<file path="config.mk">
export PLATFORM = sky130hd
export DESIGN_NAME = sigmadelta_decimator_flat
export DESIGN_NICKNAME = d
export VERILOG_FILES = /design/src/rtl/sigmadelta_decimator_pkg.sv /design/src/rtl/sigmadelta_decimator_if.sv /design/src/rtl/sigmadelta_decimator_integrators.sv /design/src/rtl/sigmadelta_decimator.sv /design/src/flat_wrapper.sv
export SDC_FILE = /design/constraint.sdc
export NUM_CORES = 1
export LEC_CHECK = 0
export CAP_MARGIN = 20
export CORE_ASPECT_RATIO = 2
export CORE_MARGIN = 5
export CORE_UTILIZATION = 41
export CTS_BUF_LIST = sky130_fd_sc_hd__clkbuf_2
export CTS_CLUSTER_DIAMETER = 50
export DETAILED_ROUTE_END_ITERATION = 8
export PLACE_DENSITY = 0.52
export SETUP_SLACK_MARGIN = 0.2
export SLEW_MARGIN = 10
export SYNTH_ARGS = -nofsm -noshare
export SYNTH_HDL_FRONTEND = slang
export SYNTH_SLANG_ARGS = --single-unit
</file>
<file path="constraint.sdc">
create_clock -name clock -period 7.4 [get_ports clock]
set_clock_uncertainty 0.1 [all_clocks]
set_input_delay 2.22 -clock clock [delete_from_list [all_inputs] [get_ports clock]]
set_output_delay 2.22 -clock clock [all_outputs]
set_load 0.02 [all_outputs]
</file>
<file path="src/rtl/sigmadelta_decimator_pkg.sv">
// sigmadelta_pkg: shared widths, density/sample mapping constants
// and comb-pipeline state encoding for the sigma-delta demodulator.
package sigmadelta_pkg;

   localparam int SD_SAMPLE_W = 16;

   // density 1.0 and 0.0 in signed sample terms
   localparam logic [SD_SAMPLE_W-1:0] SD_FULL_POS = 16'h7FFF;
   localparam logic [SD_SAMPLE_W-1:0] SD_FULL_NEG = 16'h8000;

   // offset binary <-> two's complement: flip the MSB
   localparam logic [SD_SAMPLE_W-1:0] SD_DENSITY_OFS = 16'h8000;

   localparam int LOG2_DECIM_MIN = 6;
   localparam int LOG2_DECIM_MAX = 10;

   // decimations swallowed after reset before outputs are trusted
   localparam logic [1:0] PRIME_DONE = 2'd3;

   typedef enum logic [1:0] {
      CS_IDLE,
      CS_DIFF1,
      CS_DIFF2,
      CS_DIFF3
   } comb_state_e;

   function automatic int cic_acc_w(input int log2_decim);
      return 3 * log2_decim + 1;
   endfunction

endpackage

</file>
<file path="src/rtl/sigmadelta_decimator_if.sv">
// sigmadelta_decimator_if: bit stream in, decimated samples out.
// master drives the stream and reads samples; slave is the decimator.
interface sigmadelta_decimator_if;
   import sigmadelta_pkg::*;

   logic                   data_in;
   logic [SD_SAMPLE_W-1:0] sample_out;
   logic                   sample_valid;

   modport master (
      output data_in,
      input  sample_out,
      input  sample_valid
   );

   modport slave (
      input  data_in,
      output sample_out,
      output sample_valid
   );

endinterface

</file>
<file path="src/rtl/sigmadelta_decimator_integrators.sv">
// cic_integrator_chain: three cascaded integrators running at the
// input rate; all sums wrap modulo 2^W, which the combs undo.
module cic_integrator_chain #(
   parameter int W = 19
) (
   input  logic         clock,
   input  logic         reset_n,
   input  logic         x,
   output logic [W-1:0] i3
);

   logic [W-1:0] i1_q, i1_d;
   logic [W-1:0] i2_q, i2_d;
   logic [W-1:0] i3_q, i3_d;

   // next integrator values, each stage adds the previous one's state
   always_comb begin
      i1_d = i1_q + {{(W-1){1'b0}}, x};
      i2_d = i2_q + i1_q;
      i3_d = i3_q + i2_q;
   end

   // integrator state registers
   always_ff @(posedge clock or negedge reset_n) begin
      if (!reset_n) begin
         i1_q <= '0;
         i2_q <= '0;
         i3_q <= '0;
      end else begin
         i1_q <= i1_d;
         i2_q <= i2_d;
         i3_q <= i3_d;
      end
   end

   assign i3 = i3_q;

endmodule

</file>
<file path="src/rtl/sigmadelta_decimator.sv">
// sigmadelta_decimator: 1-bit density stream to signed 16-bit samples
// through a sinc^3 CIC decimator by 2^LOG2_DECIM.
module sigmadelta_decimator
   import sigmadelta_pkg::*;
#(
   parameter int LOG2_DECIM = 6
) (
   input logic                   clock,
   input logic                   reset_n,
   sigmadelta_decimator_if.slave sd
);

   localparam int W  = cic_acc_w(LOG2_DECIM);
   localparam int LO = W - 1 - SD_SAMPLE_W;

   if (LOG2_DECIM < LOG2_DECIM_MIN ||
       LOG2_DECIM > LOG2_DECIM_MAX) begin : g_bad_decim
      $fatal(1, "sigmadelta_decimator: LOG2_DECIM out of 6..10");
   end

   logic                  sync1_q, sync1_d;
   logic                  sync2_q, sync2_d;
   logic [LOG2_DECIM-1:0] phase_q, phase_d;
   logic                  strobe;
   logic [W-1:0]          i3;

   comb_state_e           state_q, state_d;
   logic [W-1:0]          s0_q, s0_d;
   logic [W-1:0]          s0_dly_q, s0_dly_d;
   logic [W-1:0]          c1_q, c1_d;
   logic [W-1:0]          c1_dly_q, c1_dly_d;
   logic [W-1:0]          c2_q, c2_d;
   logic [W-1:0]          c2_dly_q, c2_dly_d;
   logic [W-1:0]          c3;
   logic [1:0]            prime_q, prime_d;

   logic [SD_SAMPLE_W-1:0] mapped;
   logic [SD_SAMPLE_W-1:0] sample_q, sample_d;
   logic                   valid_q, valid_d;
   logic                   unused_c3_lsbs;

   // two-flop synchronizer and free-running decimation phase
   always_comb begin
      sync1_d = sd.data_in;
      sync2_d = sync1_q;
      phase_d = phase_q + LOG2_DECIM'(1);
   end

   // front-end registers
   always_ff @(posedge clock or negedge reset_n) begin
      if (!reset_n) begin
         sync1_q <= 1'b0;
         sync2_q <= 1'b0;
         phase_q <= '0;
      end else begin
         sync1_q <= sync1_d;
         sync2_q <= sync2_d;
         phase_q <= phase_d;
      end
   end

   assign strobe = &phase_q;

   cic_integrator_chain #(
      .W (W)
   ) u_integrators (
      .clock   (clock),
      .reset_n (reset_n),
      .x       (sync2_q),
      .i3      (i3)
   );

   // final comb and count-to-sample mapping; a full-density count
   // of exactly 2^(W-1) would overflow into the sign, so clamp it
   always_comb begin
      c3 = c2_q - c2_dly_q;
      if (c3[W-1]) begin
         mapped = SD_FULL_POS;
      end else begin
         mapped = c3[W-2:LO] ^ SD_DENSITY_OFS;
      end
   end

   assign unused_c3_lsbs = ^c3[LO:0];

   // comb pipeline sequencing, priming and output strobe
   always_comb begin
      state_d  = state_q;
      s0_d     = s0_q;
      s0_dly_d = s0_dly_q;
      c1_d     = c1_q;
      c1_dly_d = c1_dly_q;
      c2_d     = c2_q;
      c2_dly_d = c2_dly_q;
      prime_d  = prime_q;
      sample_d = sample_q;
      valid_d  = 1'b0;
      if (strobe) begin
         s0_d = i3;
      end
      unique case (state_q)
         CS_IDLE: begin
            if (strobe) begin
               state_d = CS_DIFF1;
            end
         end
         CS_DIFF1: begin
            c1_d     = s0_q - s0_dly_q;
            s0_dly_d = s0_q;
            state_d  = CS_DIFF2;
         end
         CS_DIFF2: begin
            c2_d     = c1_q - c1_dly_q;
            c1_dly_d = c1_q;
            state_d  = CS_DIFF3;
         end
         CS_DIFF3: begin
            c2_dly_d = c2_q;
            sample_d = mapped;
            if (prime_q == PRIME_DONE) begin
               valid_d = 1'b1;
            end else begin
               prime_d = prime_q + 2'd1;
            end
            state_d = CS_IDLE;
         end
         default: begin
            state_d = CS_IDLE;
         end
      endcase
   end

   // comb, delay and output registers
   always_ff @(posedge clock or negedge reset_n) begin
      if (!reset_n) begin
         state_q  <= CS_IDLE;
         s0_q     <= '0;
         s0_dly_q <= '0;
         c1_q     <= '0;
         c1_dly_q <= '0;
         c2_q     <= '0;
         c2_dly_q <= '0;
         prime_q  <= '0;
         sample_q <= '0;
         valid_q  <= 1'b0;
      end else begin
         state_q  <= state_d;
         s0_q     <= s0_d;
         s0_dly_q <= s0_dly_d;
         c1_q     <= c1_d;
         c1_dly_q <= c1_dly_d;
         c2_q     <= c2_d;
         c2_dly_q <= c2_dly_d;
         prime_q  <= prime_d;
         sample_q <= sample_d;
         valid_q  <= valid_d;
      end
   end

   assign sd.sample_out   = sample_q;
   assign sd.sample_valid = valid_q;

endmodule

</file>
<file path="src/flat_wrapper.sv">
// flat-port wrapper written by rule: the top's interface ports become plain ports
module sigmadelta_decimator_flat import sigmadelta_pkg::*;
#(
   parameter int LOG2_DECIM = 6
)
  (clock, reset_n, sd_data_in, sd_sample_out, sd_sample_valid);
  sigmadelta_decimator_if sd_i ();
  input logic clock;
  input logic reset_n;
  input wire logic [$bits(sd_i.data_in)-1:0] sd_data_in;
  output wire logic [$bits(sd_i.sample_out)-1:0] sd_sample_out;
  output wire logic [$bits(sd_i.sample_valid)-1:0] sd_sample_valid;
  assign sd_i.data_in = sd_data_in;
  assign sd_sample_out = sd_i.sample_out;
  assign sd_sample_valid = sd_i.sample_valid;
  sigmadelta_decimator #(.LOG2_DECIM(LOG2_DECIM)) u_core (.clock(clock), .reset_n(reset_n), .sd(sd_i));
endmodule
</file>
==> summary.txt <==
Synth top area share -> 42.88%
Tot GR Track Use -> 15.83%
Vias per cell -> 5.362
Hold Path Class -> reg2reg
Clock-pin slew on the worst setup and hold paths -> 0.30 ns
Die X-Extent -> 129.3 um
Worst-path cell chain -> clkdlybuf4s50_1
Final instance area -> 12520 sq um
F_max -> 0.2395 GHz
Setup Viol. Count Final -> 0
Die Y -> 248.6 um
Post-Syn Nets -> 1279
Worst Setup End Kind -> output port
Clk sinks -> 200
Peak supply drop -> 0.1536 mV
Die area -> 32150 sq um
Post-Route WL -> 24050 um
Grt ovf -> 0
H-tree Lvls -> 4
Status -> completed
Num CTS Buffers -> 17
Synth Instances -> 1174
Vias in the first global route -> 8644
CP peak stage delay -> 0.60 ns
Most common library cells after synthesis -> dfrtp_1 (200), nand2_1 (112), ha_1 (98)
1st-pass router iterations -> 4
Row cnt -> 87
I/O pin count -> 20
Mapped cell area -> 11670 sq um
Largest net degree at the start of global routing -> 114
Antenna-violating nets left -> 0
Global-route wire length before repair -> 40710 um
Iteration-0 DRC Markers -> 332
Post-CTS setup buffers -> 0
Cell Area, Placed -> 12240 sq um
Layout cells sized above 1 -> 9.091%
Worst rel slew slack -> 32.27%
Worst skew pair latency -> 0.81 ns
Synth top area cells -> dfrtp_1 (43%), ha_1 (11%), xnor2_1 (5.0%), mux2_2 (4.0%), nand2_1 (3.6%)
Setup CP Type -> reg2out
Placer Congestion -> 0.8341
Layout fillers -> 2796
I/O Buffers -> 19
Register area share after synthesis -> 42.88%
Cell Pwr Density -> 211.0 nW/um^2
CTS Hold Buffers Added -> 0
DRC -> 0
Share of synthesized registers carrying an async set or reset -> 100.0%
Antenna violations before repair -> 1
Register area -> 5005 sq um
RSZ-0062 raised after global routing -> no
Count of final max-slew check failures -> 0
Layout area overhead -> 7.257%
Area leader, netlist -> dfrtp_1
Mapped Avg Cell Area -> 9.942 sq um
Drt wl/cell -> 15.45 um
DP Worst Slack -> 3.856 ns
Synth Flop Type -> dfrtp_1
Max Cap Viol -> 0
CTS-repair resized insts -> 0
Final HPWL DP -> 18120 um
CP startpoint kind -> flip-flop
Synth warnings -> 0
Starting density of the core -> 41.40%
Final worst-path cycle share -> 56.43%
Count leader, synth -> dfrtp_1
Delay-heaviest family, CP -> buffers and inverters
Total number of vias -> 8344
CTS max path bufs -> 2
CP max-delay cell -> clkdlybuf4s50_1
Leak -> 0.006063 uW
Distinct cells, synth -> 74
CP required -> 5.08 ns
Number of enable flip-flop cells after synthesis -> 0
Worst Tran Pin Value -> 1.011 ns
TritonCTS clock tree -> done
Crit path DAT -> 1.86 ns
Setup TNS Final -> 0 ns
Core Footprint -> 28190 sq um
Clk root buf -> clkbuf_2
Fin nets -> 1291
Tmin final -> 4.176 ns
Worst path buffer plus inverter count -> 1
Final Hold Viols -> 0
#FFs+latches synth -> 200
Crit-path max FO -> 2
Worst setup margin -> 3.224 ns
Area of the multi-input gates -> 6221 sq um
-- metrics by stage --
stage / total power, uW / instances / hold slack [ns] / utilization [%]
3_5_place_dp: 2075 / 1523 / 0.2364 / 43.42
5_1_grt: 2838 / 1556 / 0.3061 / 44.41
2_1_floorplan: 1887 / 1174 / 0.2312 / -
4_1_cts: 2698 / 1555 / 0.2915 / 44.40
3_3_place_gp: 2058 / 1523 / 0.2341 / 43.42
6_report: 2642 / 1556 / 0.2861 / 44.41
-- sequential cells by signal (all words and copies together), names as in the netlist --
signal,count
u_core.u_integrators.i3,19
u_core.sync2_q,1
u_core.c1_dly_q,19
u_core.sync1_q,1
u_core.s0_q,19
u_core.phase_q,6
u_core.u_integrators.i2_q,19
u_core.sd.sample_valid,1
u_core.sd.sample_out,16
u_core.c2_q,19
u_core.u_integrators.i1_q,19
u_core.c1_q,19
u_core.s0_dly_q,19
u_core.prime_q,2
u_core.c2_dly_q,19
u_core.state_q,2
-- final cells by class --
type | count | area share [%]
antenna | 1 | 0.01999
tap | 356 | 3.558
clock buffer | 20 | 0.7995
inverter | 89 | 2.668
multi-input combinational | 855 | 49.69
sequential | 200 | 39.98
timing repair buffer | 23 | 1.889
clock inverter | 12 | 1.399
-- metal layers --
layer | global-route usage, % | share of wire (%) | routed length, um | vias to the layer above
li1 | - | - | - | 4189
met1 | 14.91 | 35 | 8491 | 4005
met2 | 31.89 | 59 | 14200 | 106
met3 | 2.899 | 2.0 | 482 | 44
met4 | 6.398 | 3.6 | 871 | 0
met5 | 0 | 0 | 0 | -
-- cell usage in the layout, fill, tap and decap left out, types with 18 or more instances in the layout --
master / n
o21ai_0: 82
nor2_1: 65
mux2_2: 41
clkbuf_2: 20
and3_1: 22
clkdlybuf4s50_1: 18
dfrtp_1: 200
ha_1: 95
nand2_1: 112
xor2_1: 24
inv_1: 88
nand3_1: 23
a21oi_1: 63
xnor2_1: 67
a21o_1: 46
-- path summary, 6_finish.rpt --
check	start	end	slack, ns	depth (start not counted)
max	u_core.sd.sample_out[9]$_DFFE_PN0P_	sd_sample_out[9]	3.22	1
min	u_core.sync1_q$_DFF_PN0_	u_core.sync2_q$_DFF_PN0_	0.29	0
max reg2reg	u_core.s0_q[0]$_DFFE_PN0P_	u_core.c1_q[14]$_DFFE_PN0N_	4.27	11
min reg2reg	u_core.sync1_q$_DFF_PN0_	u_core.sync2_q$_DFF_PN0_	0.29	0
max in group asynchronous	reset_n	u_core.s0_dly_q[17]$_DFFE_PN0N_	4.81	2
min in group asynchronous	reset_n	u_core.sd.sample_out[2]$_DFFE_PN0P_	1.29	1
-- power by group --
part / total, uW / leakage, uW / internal (uW) / switching [uW]
registers: 1270 / 0.00271 / 1200 / 68.8
logic: 778 / 0.00319 / 346 / 432
clock network: 598 / 0.000160 / 225 / 373
-- cell families after synthesis --
kind of cell / after synthesis / share of synthesized area (%)
AO/OA/AOI/OAI: 325 / 19.26
multiplexers: 44 / 4.213
XOR/XNOR: 92 / 6.968
flip-flops: 200 / 42.88
AND/OR/NAND/NOR: 292 / 11.60
buffers and inverters: 119 / 3.891
adder cells (fa/ha/maj): 102 / 11.19
Power figures use the tool's default switching activity.
==> variant 1: new RTL, config.mk and constraints unchanged <==
`LOG2_DECIM` is set to 6 in 2 places; all go to 7.
--- a/src/rtl/sigmadelta_decimator.sv
+++ b/src/rtl/sigmadelta_decimator.sv
@@ -3,7 +3,7 @@
 module sigmadelta_decimator
    import sigmadelta_pkg::*;
 #(
-   parameter int LOG2_DECIM = 6
+   parameter int LOG2_DECIM = 7
 ) (
    input logic                   clock,
    input logic                   reset_n,
--- a/src/flat_wrapper.sv
+++ b/src/flat_wrapper.sv
@@ -1,7 +1,7 @@
 // flat-port wrapper written by rule: the top's interface ports become plain ports
 module sigmadelta_decimator_flat import sigmadelta_pkg::*;
 #(
-   parameter int LOG2_DECIM = 6
+   parameter int LOG2_DECIM = 7
 )
   (clock, reset_n, sd_data_in, sd_sample_out, sd_sample_valid);
   sigmadelta_decimator_if sd_i ();
Behaviour: no difference found for any inputs over 10 cycles, from zero or initial values and one cycle with reset_n low; that may be too few to reach the edited logic, so the function may still have changed.
==> variant 1 against the original RTL <==
  * Synthesized area up 12%
  * Global-route usage rose by 0.11 points
  * Setup slack better by 3.5 ps
  * Fmax is essentially flat
  * Sequential cell count grew 28
  * Wire length rose by 12%
  * Final area is 14% higher
  * Power up 14%
  * Largest cell class unchanged
==> variant 1: results (changes against the original RTL) <==
run_status:
  run_status: "complete, no violations"  # unchanged
global_route:
  grt_max_degree: 118  # was 114
  overflow: 0  # unchanged
  first_global_vias: 9936  # was 8644
  grt_pass1_wl_um: 45900  # was 40700 um
  grt_usage: 0.159  # was 0.158
setup_path:
  max_stage_delay_ps: 600  # about the same
  worst_path_dominant_cell_family: "buffers and inverters"  # unchanged
  crit_start: "u_core.sd.sample_out[8]"  # was u_core.sd.sample_out[9]
  r2r_start: "u_core.c1_q[1]"  # was u_core.s0_q[0]
  worstPathMaxFanout: 2  # unchanged
  crit_arrival_ps: 1850
  slowest_stage: "clkdlybuf4s50_1"  # unchanged
detailed_routing:
  dr.first_iter.drc_count: 268  # was 332
  first_pass_iters: 6  # was 4
  vias_per_cell: 5.12  # was 5.36
  routed_wl_um: 26800  # was 24000 um
synthesis:
  synth_warnings: 0  # unchanged
  synthTopCellsByArea: "dfrtp_1, ha_1, mux2_2"  # was dfrtp_1, ha_1, xnor2_1
  synthArstFlopShare: 1.00  # unchanged
  ys_seq_area_frac: 0.438  # was 0.429
  synth.distinct_cells: 56  # was 74
  synth.cells.most_frequent: "dfrtp_1, nand2_1, o21ai_0"  # was dfrtp_1, nand2_1, ha_1
  syn_nets: 1442  # was 1279
placement:
  io_buffers: 19  # unchanged
  place_hpwl_um: 19600  # was 18100 um
  dp_slack_ps: 3760  # was 3860 ps
  gp_congestion: 0.872  # was 0.834
power_and_ir_drop:
  vdd_ir_drop_max_mv: 0.127  # was 0.154 mV
  leakagePower_uw: 0.00696  # was 0.00606 uW
worst_hold_path:
  hp-start: "u_core.sync1_q"  # unchanged
  min_path_type: "flop to flop"  # unchanged
sta:
  hold_viol_final: 0  # unchanged
  tightest_slew_ps: 1050  # was 1010 ps
clock_tree:
  cts.htree.levels: 2  # was 4
  cts_buffers: 54  # was 17
  clock_path_buffers: 3  # was 2
  path_clk_slew_ps: 100  # was 300 ps
  worst_skew_pair.late_latency_ps: 890  # was 810 ps
cells_and_area:
  final_nets: 1493  # was 1291
  drive_above_1_share: 0.112  # was 0.0909
## variant 1: through the flow
step | cells | utilization | hold slack [ps] | cell area, um2
floorplan | 1322 | - | 231 | 13000
global placement | 1740 | 0.435 | 235 | 13700
detailed placement | 1740 | 0.435 | 254 | 13700
CTS | 1834 | 0.452 | 293 | 14200
global route | 1835 | 0.452 | 301 | 14200
finish | 1835 | 0.452 | 286 | 14200
## variant 1: cell families after synthesis
group / count (synthesis) / synth area share
buf+inv: 132 / 0.0383
mux: 65 / 0.0560
simple gates: 309 / 0.106
compound gates: 356 / 0.169
xor+xnor: 115 / 0.0780
flops: 228 / 0.438
fa+ha+maj: 117 / 0.115
## variant 1: path summary, 6_finish.rpt
kind / to / slack, ps / depth (start not counted)
setup / recovery: sd_sample_out[8] / 3230 / 1
hold / removal: u_core.sync2_q / 290 / 0
setup reg to reg: u_core.c2_q[15] / 4090 / 9
hold reg to reg: u_core.sync2_q / 290 / 0
max in group asynchronous: u_core.u_integrators.i2_q[16] / 4740 / 2
min in group asynchronous: u_core.s0_dly_q[1] / 1330 / 1
## variant 1: power by group
part           leakage, uW  switching, uW  total (uW)  internal, uW
registers          0.00310           67.7        1420          1350
clock network     0.000381            515         885           371
logic              0.00347            408         705           296
## variant 1: cell type report
| type | count | area (um2) |
|---|---|---|
| multi-input combinational | 962 | 6820 |
| clock inverter | 22 | 166 |
| antenna | 1 | 2.50 |
| timing repair buffer | 23 | 238 |
| sequential | 228 | 5710 |
| inverter | 104 | 390 |
| fill | 3115 | 17200 |
| clock buffer | 72 | 360 |
| tap | 423 | 529 |
## variant 1: metal layers
layer | vias to the layer above | share of wire | global-route usage
li1 | 4739 | - | -
met1 | 4435 | 0.34 | 0.142
met2 | 137 | 0.58 | 0.331
met3 | 87 | 0.030 | 0.0268
met4 | 0 | 0.048 | 0.0788
met5 | - | 0 | 0
==> variant 2: new RTL, same settings <==
Made on the original files. Take the reset off `i2_q` and load it in a clocked block of its own.
--- a/src/rtl/sigmadelta_decimator_integrators.sv
+++ b/src/rtl/sigmadelta_decimator_integrators.sv
@@ -24,13 +24,15 @@
    always_ff @(posedge clock or negedge reset_n) begin
       if (!reset_n) begin
          i1_q <= '0;
-         i2_q <= '0;
          i3_q <= '0;
       end else begin
          i1_q <= i1_d;
-         i2_q <= i2_d;
          i3_q <= i3_d;
       end
+   end
+
+   always_ff @(posedge clock) begin
+      i2_q <= i2_d;
    end
 
    assign i3 = i3_q;
Behaviour: same outputs for any inputs over 10 cycles, from zero or initial values and one cycle with reset_n low; that may be too few to reach the edited logic, so the function may still have changed.
==> variant 2 against the original RTL <==
  * Count of clock-buffer cells in the layout is 1 higher
  * Clock power shrank 20%
  * Synthesized area is 0.81% lower
  * Setup slack better by 33 ps
  * Cell count about the same
  * First-iteration DRC count is 4.2% lower
  * Sequential power about the same
  * Critical path depth unchanged
  * Final area shrank 1.5%
  * Power is 4.2% lower
  * Wire length grew 0.28%
  * Hold slack improved by 1.6 ps
  * Sequential cell count unchanged
  * Critical endpoint is now sd_sample_out[1]
  * Largest cell class unchanged
==> variant 2: results (changes against the original RTL) <==
clock_tree:
  clock_path_buffers: 2  # unchanged
  worst_skew_pair.late_latency_ps: 830  # was 810 ps
  cts.repair_timing.setup_buffer_count: 0  # unchanged
  cts_root_buffer: "clkbuf_2"  # unchanged
  cts.htree.levels: 4  # unchanged
  cts_buffers: 17  # unchanged
  path_clk_slew_ps: 260  # was 300 ps
  cts_resized: 0  # unchanged
power_and_ir_drop:
  leakagePower_uw: 0.00593  # was 0.00606 uW
  swShare: 0.343  # was 0.331
  power_density_nw_per_um2: 205  # was 211 nW/um2
  vdd_ir_drop_max_mv: 0.152  # was 0.154 mV
  p_seq_frac: 0.500  # was 0.479
synthesis:
  synth-main-ff-cell: "dfrtp_1"  # unchanged
  synth_warnings: 0  # unchanged
  ys_seq_area_frac: 0.424  # was 0.429
  syn_nets: 1279  # unchanged
  synthTopCellsByArea: "dfrtp_1, ha_1, xnor2_1"  # unchanged
  syn_avg_cell_area_um2: 9.86  # was 9.94 um2
  synth.distinct_cells: 75  # was 74
  synth.cells.most_frequent: "dfrtp_1, nand2_1, ha_1"  # unchanged
  synthArstFlopShare: 0.905  # was 1.00
global_route:
  antenna_found_initial: 1  # unchanged
  first_global_vias: 8600  # was 8644
  grt_pass1_wl_um: 40400  # was 40700 um
  grt_usage: 0.159  # was 0.158
  grt_max_degree: 71  # was 114
detailed_routing:
  dr.first_iter.drc_count: 318  # was 332
  routed_wl_um: 24100  # was 24000 um
  top_layer: "met4"  # unchanged
  via_count: 8358  # was 8344
  first_pass_iters: 5  # was 4
  wl_per_cell_um: 15.5  # about the same
  wl_met1_um: 8690  # was 8490 um
  routed-wl-met3_um: 471  # was 482 um
  wl_met2_um: 14100  # was 14200 um
setup_path:
  worstPathMaxFanout: 2  # unchanged
  slowest_stage: "clkdlybuf4s50_1"  # unchanged
  ff2ff_setup_slack_ps: 4260  # was 4270 ps
  critical_path.endpoint: "sd_sample_out[1]"  # was sd_sample_out[9]
  rr_worst_depth: 11  # unchanged
  crit_start: "u_core.sd.sample_out[1]"  # was u_core.sd.sample_out[9]
  max_stage_delay_ps: 600  # about the same
  r2r_start: "u_core.s0_q[0]"  # unchanged
  r2r-end: "u_core.c1_q[14]"  # unchanged
  worst_path_dominant_cell_family: "buffers and inverters"  # unchanged
sta:
  period_minus_slack_ps: 4140  # was 4180 ps
  setup_tns_ps: 0  # unchanged
  max_slew_margin: 0.317  # was 0.323
placement:
  gp_congestion: 0.844  # was 0.834
  io_buffers: 19  # unchanged
  post-place-cells: 1524  # was 1523
  dp_slack_ps: 3750  # was 3860 ps
  place_hpwl_um: 18500  # was 18100 um
cells_and_area:
  final_nets: 1292  # was 1291
  drive_above_1_share: 0.0883  # was 0.0909
run_status:
  run_status: "complete, no violations"  # unchanged
worst_hold_path:
  min_path_type: "flop to flop"  # unchanged
## variant 2: cell count changes after synthesis, sizes merged
cell   change
dfrtp     -19
dfxtp     +19
## variant 2: worst min path at each step
stage / from / to / slack (ps) / cells after the start
after floorplan: u_core.sync1_q / u_core.sync2_q / 230 / 0
after global placement: u_core.sync1_q / u_core.sync2_q / 230 / 0
after detailed placement: u_core.sync1_q / u_core.sync2_q / 240 / 0
after CTS: u_core.sync1_q / u_core.sync2_q / 290 / 0
after global routing: u_core.sync1_q / u_core.sync2_q / 300 / 0
final: u_core.sync1_q / u_core.sync2_q / 290 / 0
## variant 2: area by class of cell
class | count | area [um2]
clock inverter | 11 | 85.1
fill | 2821 | 15800
antenna | 1 | 2.50
inverter | 89 | 334
tap | 356 | 445
timing repair buffer | 24 | 231
multi-input combinational | 855 | 6220
clock buffer | 21 | 105
sequential | 200 | 4910
## variant 2: cells by family after synthesis
| family | synth area share |
|---|---|
| AO/OA/AOI/OAI | 0.194 |
| multiplexers | 0.0425 |
| XOR/XNOR | 0.0702 |
| flip-flops | 0.424 |
| adder cells (fa/ha/maj) | 0.113 |
| AND/OR/NAND/NOR | 0.117 |
| buffers and inverters | 0.0392 |
## variant 2: power by group through the flow
stage,combinational (uW),clock (uW),sequential [uW]
4_1_cts,794,518,1270
2_1_floorplan,624,0,1260
6_report,786,479,1270
5_1_grt,889,553,1280
3_3_place_gp,770,0,1280
3_5_place_dp,791,0,1290
## variant 2: metal layers
metal / vias to the layer above / track usage
met2: 81 / 0.322
met5: - / 0
met1: 4047 / 0.149
met4: 0 / 0.0699
li1: 4192 / -
met3: 38 / 0.0302
## variant 2: metrics by stage
step,cell area [um2],total power [uW]
after CTS,12300,2580
after global routing,12300,2720
final,12300,2530
after global placement,12100,2050
after detailed placement,12100,2080
after floorplan,11600,1890
